[config.mk]
export PLATFORM = sky130hd
export DESIGN_NAME = fp8_div_sched
export DESIGN_NICKNAME = d
export VERILOG_FILES = /design/src/rtl/fp8_div_sched.sv
export SDC_FILE = /design/constraint.sdc
export NUM_CORES = 1
export LEC_CHECK = 0
export CAP_MARGIN = 10
export CORE_MARGIN = 3
export CORE_UTILIZATION = 41
export CTS_CLUSTER_SIZE = 16
export DETAILED_ROUTE_END_ITERATION = 8
export PLACE_DENSITY = 0.83
export SLEW_MARGIN = 20
export SYNTH_ARGS = -nofsm -noshare
export SYNTH_HDL_FRONTEND = slang
export SYNTH_SLANG_ARGS = --single-unit
[constraint.sdc]
create_clock -name clk_i -period 5 [get_ports clk_i]
set_input_delay 1.25 -clock clk_i [delete_from_list [all_inputs] [get_ports clk_i]]
set_output_delay 1.25 -clock clk_i [all_outputs]
set_load 0.05 [all_outputs]
[src/rtl/fp8_div_sched.sv]
`default_nettype none
// ============================================================================
// Module  : fp8_div_sched
// Brief   : Round-robin scheduler sharing one pipelined FP8 (E4M3) divider among
//           NUM_REQ requesters. Define FP8_DIV_SCHED_DIVZERO_EN for divide-by-zero
//           detection with saturated results and a per-response dz flag.
// Rev     : 1.0  initial release
// ============================================================================
module fp8_div_sched #(
    parameter int NUM_REQ = 4,
    parameter int DIV_LAT = 2
) (
    input  logic                 clk_i,
    input  logic                 rst_ni,
    input  logic [NUM_REQ-1:0]   req_valid_i,
    output logic [NUM_REQ-1:0]   req_ready_o,
    input  logic [8*NUM_REQ-1:0] req_a_i,
    input  logic [8*NUM_REQ-1:0] req_b_i,
    output logic [NUM_REQ-1:0]   rsp_valid_o,
    input  logic [NUM_REQ-1:0]   rsp_ready_i,
    output logic [8*NUM_REQ-1:0] rsp_result_o,
    output logic [NUM_REQ-1:0]   rsp_dz_o,
    output logic                 div_valid_o,
    output logic [7:0]           div_a_o,
    output logic [7:0]           div_b_o,
    input  logic [7:0]           div_result_i
);
    localparam int ID_W = $clog2(NUM_REQ);

    logic [NUM_REQ-1:0]            busy_q, busy_d;
    logic [ID_W-1:0]               last_grant_q;
    logic [DIV_LAT-1:0]            tag_vld_q;
    logic [DIV_LAT-1:0][ID_W-1:0]  tag_id_q;
    logic [NUM_REQ-1:0]            rsp_valid_q;
    logic [NUM_REQ-1:0][7:0]       rsp_result_q;

    logic [NUM_REQ-1:0] eligible_w;
    logic [NUM_REQ-1:0] grant_oh_w;
    logic [NUM_REQ-1:0] rsp_hs_w;
    logic               issue_w;
    logic [ID_W-1:0]    grant_id_w;
    logic [7:0]         win_a_w;
    logic [7:0]         win_b_w;
    logic               cap_w;
    logic [ID_W-1:0]    cap_id_w;
    logic [7:0]         cap_res_w;
    int                 cand_w;

    // Outputs must read zero while reset is held, so eligibility is gated by rst_ni.
    always_comb begin
        eligible_w = req_valid_i & ~busy_q & {NUM_REQ{rst_ni}};
        issue_w    = 1'b0;
        grant_id_w = '0;
        cand_w     = 0;
        for (int k = 1; k <= NUM_REQ; k++) begin
            cand_w = (int'(last_grant_q) + k) % NUM_REQ;
            if (!issue_w && eligible_w[cand_w[ID_W-1:0]]) begin
                issue_w    = 1'b1;
                grant_id_w = cand_w[ID_W-1:0];
            end
        end
        grant_oh_w = '0;
        win_a_w    = '0;
        win_b_w    = '0;
        if (issue_w) begin
            grant_oh_w[grant_id_w] = 1'b1;
            win_a_w = req_a_i[8*grant_id_w +: 8];
            win_b_w = req_b_i[8*grant_id_w +: 8];
        end
    end

    assign rsp_hs_w = rsp_valid_q & rsp_ready_i;
    assign busy_d   = (busy_q & ~rsp_hs_w) | grant_oh_w;
    assign cap_w    = tag_vld_q[DIV_LAT-1];
    assign cap_id_w = tag_id_q[DIV_LAT-1];

`ifdef FP8_DIV_SCHED_DIVZERO_EN
    logic [DIV_LAT-1:0] tag_dz_q;
    logic [DIV_LAT-1:0] tag_sgn_q;
    logic [NUM_REQ-1:0] rsp_dz_q;

    // Zero divisor still takes a divider slot; the quotient is replaced on return.
    assign cap_res_w = tag_dz_q[DIV_LAT-1] ? {tag_sgn_q[DIV_LAT-1], 7'h7F} : div_result_i;
    assign rsp_dz_o  = rsp_dz_q;

    always_ff @(posedge clk_i or negedge rst_ni) begin
        if (!rst_ni) begin
            tag_dz_q  <= '0;
            tag_sgn_q <= '0;
            rsp_dz_q  <= '0;
        end else begin
            for (int s = DIV_LAT-1; s > 0; s--) begin
                tag_dz_q[s]  <= tag_dz_q[s-1];
                tag_sgn_q[s] <= tag_sgn_q[s-1];
            end
            tag_dz_q[0]  <= issue_w && (win_b_w[6:0] == 7'd0);
            tag_sgn_q[0] <= win_a_w[7] ^ win_b_w[7];
            for (int i = 0; i < NUM_REQ; i++) begin
                if (cap_w && (cap_id_w == ID_W'(i))) begin
                    rsp_dz_q[i] <= tag_dz_q[DIV_LAT-1];
                end else if (rsp_hs_w[i]) begin
                    rsp_dz_q[i] <= 1'b0;
                end
            end
        end
    end
`else
    assign cap_res_w = div_result_i;
    assign rsp_dz_o  = '0;
`endif

    always_ff @(posedge clk_i or negedge rst_ni) begin
        if (!rst_ni) begin
            busy_q       <= '0;
            last_grant_q <= ID_W'(NUM_REQ-1);
            tag_vld_q    <= '0;
            tag_id_q     <= '0;
            rsp_valid_q  <= '0;
            rsp_result_q <= '0;
        end else begin
            busy_q <= busy_d;
            if (issue_w) begin
                last_grant_q <= grant_id_w;
            end
            for (int s = DIV_LAT-1; s > 0; s--) begin
                tag_vld_q[s] <= tag_vld_q[s-1];
                tag_id_q[s]  <= tag_id_q[s-1];
            end
            tag_vld_q[0] <= issue_w;
            tag_id_q[0]  <= grant_id_w;
            // One op in flight per requester, so capture and handshake never hit one slot together.
            for (int i = 0; i < NUM_REQ; i++) begin
                if (cap_w && (cap_id_w == ID_W'(i))) begin
                    rsp_valid_q[i]  <= 1'b1;
                    rsp_result_q[i] <= cap_res_w;
                end else if (rsp_hs_w[i]) begin
                    rsp_valid_q[i] <= 1'b0;
                end
            end
        end
    end

    assign req_ready_o  = grant_oh_w;
    assign div_valid_o  = issue_w;
    assign div_a_o      = win_a_w;
    assign div_b_o      = win_b_w;
    assign rsp_valid_o  = rsp_valid_q;
    assign rsp_result_o = rsp_result_q;

endmodule
`default_nettype wire

==> flow_metrics.env <==
export IMPL_cts_htree_levels=2
export IMPL_die_area_um2=6873
export IMPL_p_comb_share_pct=66.7
export IMPL_worstMarginPinSlew_ns=0.7392
export IMPL_crit_start="req_valid_i[0]"
export IMPL_hold_depth=0
export IMPL_busiest_layer="met2"
export IMPL_die_h_um=82.91
export IMPL_power_frac_seq_pct=25.0
export IMPL_p_int_uw=1402
export IMPL_wl_per_cell_um=16.29
export IMPL_finalHoldViolations=0
export IMPL_cp_data_arrival_time_ns=3.40
export IMPL_fp_row_count=27
export IMPL_ys_warn_count=0
export IMPL_rrSetupSlack_ns=2.84
export IMPL_hpwl_um=5370
export IMPL_drtAntennaViolNets=0
export IMPL_routabilityCongestion=0.8740
export IMPL_die_w_um=82.91
export IMPL_diodes=0
export IMPL_fin_skew_ns=0.004524
export IMPL_hold_start="tag_id_q[0]$_DFF_PN0_"
export IMPL_swShare_pct=48.64
export IMPL_gr_total_overflow=0
export IMPL_grt_use_met2_pct=34.91
export IMPL_r2r_start="last_grant_q[1]$_DFFE_PN1P_"
export IMPL_cts_buffers=5
export IMPL_port_buffers=138
export IMPL_cpMaxStageDelayCell="clkdlybuf4s50_1"
export IMPL_power_leakage_uw=0.001663
export IMPL_cts_sinks=48
export IMPL_totalWireLength_um=6661
export IMPL_clk_pin_slew_worst_paths_ns=0.08
export IMPL_synth_cell_types=32
export IMPL_crit_chain="clkdlybuf4s50_1 > nor2b_1 > a21o_1 > a221o_2 > clkinv_1 > a221oi_1 > nor2_1 > buf_4"
export IMPL_avgViaCountPerCell=5.193
export IMPL_cts_buffer_depth=2
export IMPL_criticalPathCategory="in2out"
export IMPL_critPathMaxStageDelay_ns=0.47
export IMPL_synthCells=193
export IMPL_core_um2=5608
export IMPL_fin_crit_ns=4.651
export IMPL_hold_ws_ns=0.3574
export IMPL_root_buffer="clkbuf_8"
export IMPL_synthesis_area_um2=2425
export IMPL_clkPwrFrac_pct=8.3
export IMPL_fmax_mhz=215.0
export IMPL_met1_usage_pct=22.82
export IMPL_post_route_drc_count=0
export IMPL_grt_pass1_wl_um=11200
export IMPL_clk_latency_ns=0.29
export IMPL_dr_first_iter_drc_count=54
export IMPL_run_status="completed"
export IMPL_hold_path_class="reg2reg"
export IMPL_grt_setup_unrepaired="false"
export IMPL_postCtsHoldBufs=0
export IMPL_end_kind="output port"
export IMPL_power_total_uw=2731
export IMPL_powerDensity_nw_per_um2=672.7
export IMPL_nets=418
export IMPL_reg2reg_depth=6
export IMPL_cp_num_buf_inv=3
export IMPL_switchingPower_uw=1328
export IMPL_setup_viol_count_final=0
export IMPL_maxSlewHeadroom_pct=50.50
export IMPL_area_delta_synth_final_pct=67.39
export IMPL_cts_tree="built"
export IMPL_grt_max_degree=49
export IMPL_startpoint_type="input port"
export IMPL_ir_drop_mv=0.4849
export IMPL_antenna_found_initial=0
export IMPL_finalMaxSlewViolations=0
export IMPL_grt_pass1_vias=2278
export IMPL_fin_crit_sh_pct=93.01
export IMPL_dr_pass1_iters=4
export IMPL_final_layout_size_suffix_gt1_share_pct=24.63
export IMPL_hold_end="cap_id_w[0]$_DFF_PN0_"
export IMPL_maxCapViolations=0
export IMPL_ys_ff_latch=48
export IMPL_reg2reg_to="busy_q[3]$_DFF_PN0_"
export IMPL_grt_use_met3_pct=6.944
export IMPL_initial_core_util_pct=43.24
export IMPL_cp_required_ns=3.75
export IMPL_cp_top_family="buffers and inverters"
export IMPL_vias=2124
export IMPL_seq_area_frac_synth_pct=49.64
export IMPL_syn_avg_cell_area_um2=12.56
export IMPL_io_pin_count=143
export IMPL_cp_max_fo=20
export IMPL_gr_usage_all_layers_pct=19.84
-- routing by layer --
layer	share of wire [%]	up-vias
met1	39	1011
met4	1.4	0
met5	0	-
met2	50	109
li1	-	994
met3	9.6	10
-- stage by stage --
| step | TNS [ns] | instance area (µm²) | std cells | util (%) | worst slack (ns) |
|---|---|---|---|---|---|
| global route | 0 | 4059 | 409 | 72.38 | 0.09302 |
| detailed placement | -0.1984 | 3968 | 401 | 70.75 | -0.04860 |
| CTS | 0 | 4059 | 409 | 72.38 | 0.3373 |
| floorplan | 0 | 2436 | 196 | - | 0.8530 |
| finish | 0 | 4059 | 409 | 72.38 | 0.3493 |
| global placement | 0 | 3968 | 401 | 70.75 | 0.01487 |
-- cells by family (layout without fill, tap and decap cells) --
kind of cell,after synthesis,in the layout,share of synthesized area [%]
muxes,50,50,22.29
DFF,48,48,49.64
AOI/OAI and AO/OA,40,40,14.91
and+or+nand+nor,37,37,8.617
buffers and inverters,16,157,3.921
adders and majority gates,1,1,0.4644
other,1,4,0.1547
-- cells in the final DEF, fill, tap and decap left out, types with 4 or more instances in the layout --
cell type and n:
dfrtp_1 46, nor2_1 9, mux2i_1 18, buf_12 12, clkdlybuf4s50_1 117, o22ai_2 9, o21ai_0 6, conb_1 4
nand2_1 9, buf_4 13, inv_1 4, mux2_2 32, a21o_1 6, clkbuf_8 6, a221oi_1 14
-- power by group through the flow --
stage | clock [µW] | combinational [µW] | sequential, µW
after floorplan | 0 | 673 | 1170
after CTS | 234 | 1830 | 683
after global routing | 249 | 1900 | 709
final | 226 | 1820 | 682
after global placement | 0 | 1810 | 683
after detailed placement | 0 | 1830 | 691
-- area by class of cell --
class / count / area (µm²)
inverters: 6 / 22.52
well taps: 72 / 90.09
flip-flops and latches: 48 / 1204
repair buffers: 143 / 1514
clock buffers: 8 / 90.09
fillers: 407 / 1549
multi-input cells: 132 / 1139
-- state kept, by name, summed over array words and instances (netlist names) --
signal / count
busy_q: 4
cap_id_w: 2
last_grant_q: 2
rsp_result_o: 32
rsp_valid_o: 4
tag_id_q: 2
tag_vld_q: 2
-- synth_stat cells --
library cell / number / area [µm²]
nand2_2: 1 / 6.260
maj3_2: 1 / 11.26
a221oi_1: 14 / 122.6
mux2i_1: 18 / 180.2
and2_1: 3 / 18.77
nand4bb_1: 1 / 11.26
nor2b_1: 3 / 18.77
nand2_1: 9 / 33.78
nand2b_4: 1 / 13.76
nand3_1: 2 / 10.01
nor3b_1: 2 / 15.01
a21oi_1: 2 / 10.01
dfrtp_1: 46 / 1151
nor2_1: 9 / 33.78
a31oi_4: 1 / 21.27
dfstp_2: 2 / 52.55
clkinv_1: 1 / 3.750
conb_1: 1 / 3.750
a21o_1: 6 / 45.04
inv_1: 4 / 15.01
a21bo_2: 1 / 10.01
nand3b_1: 3 / 22.52
o22ai_2: 9 / 112.6
nand2b_1: 2 / 12.51
o21ai_0: 6 / 30.03
mux2_2: 32 / 360.4
a221o_1: 1 / 10.01
buf_4: 4 / 30.03
inv_2: 1 / 3.750
buf_6: 2 / 22.52
nor3b_2: 1 / 12.51
buf_2: 4 / 20.02
-- how the worst max path moves through the flow --
stage               depth (start not counted)    endpoint  slack, ns
finish                                      8  div_a_o[7]       0.35
global route                                8  div_b_o[7]       0.09
CTS                                         8  div_a_o[7]       0.34
detailed placement                          8  div_b_o[7]      -0.05
global placement                            8  div_a_o[4]       0.01
floorplan                                   6  div_a_o[4]       0.85
-- what timing repair did --
| item | in CTS | in global routing |
|---|---|---|
| hold endpoints to repair | 0 | 0 |
| setup buffers | 0 | 0 |
| endpoints found under the setup margin | 7 | 0 |
| resized for setup | 1 | 0 |
Power figures use the tool's default switching activity.
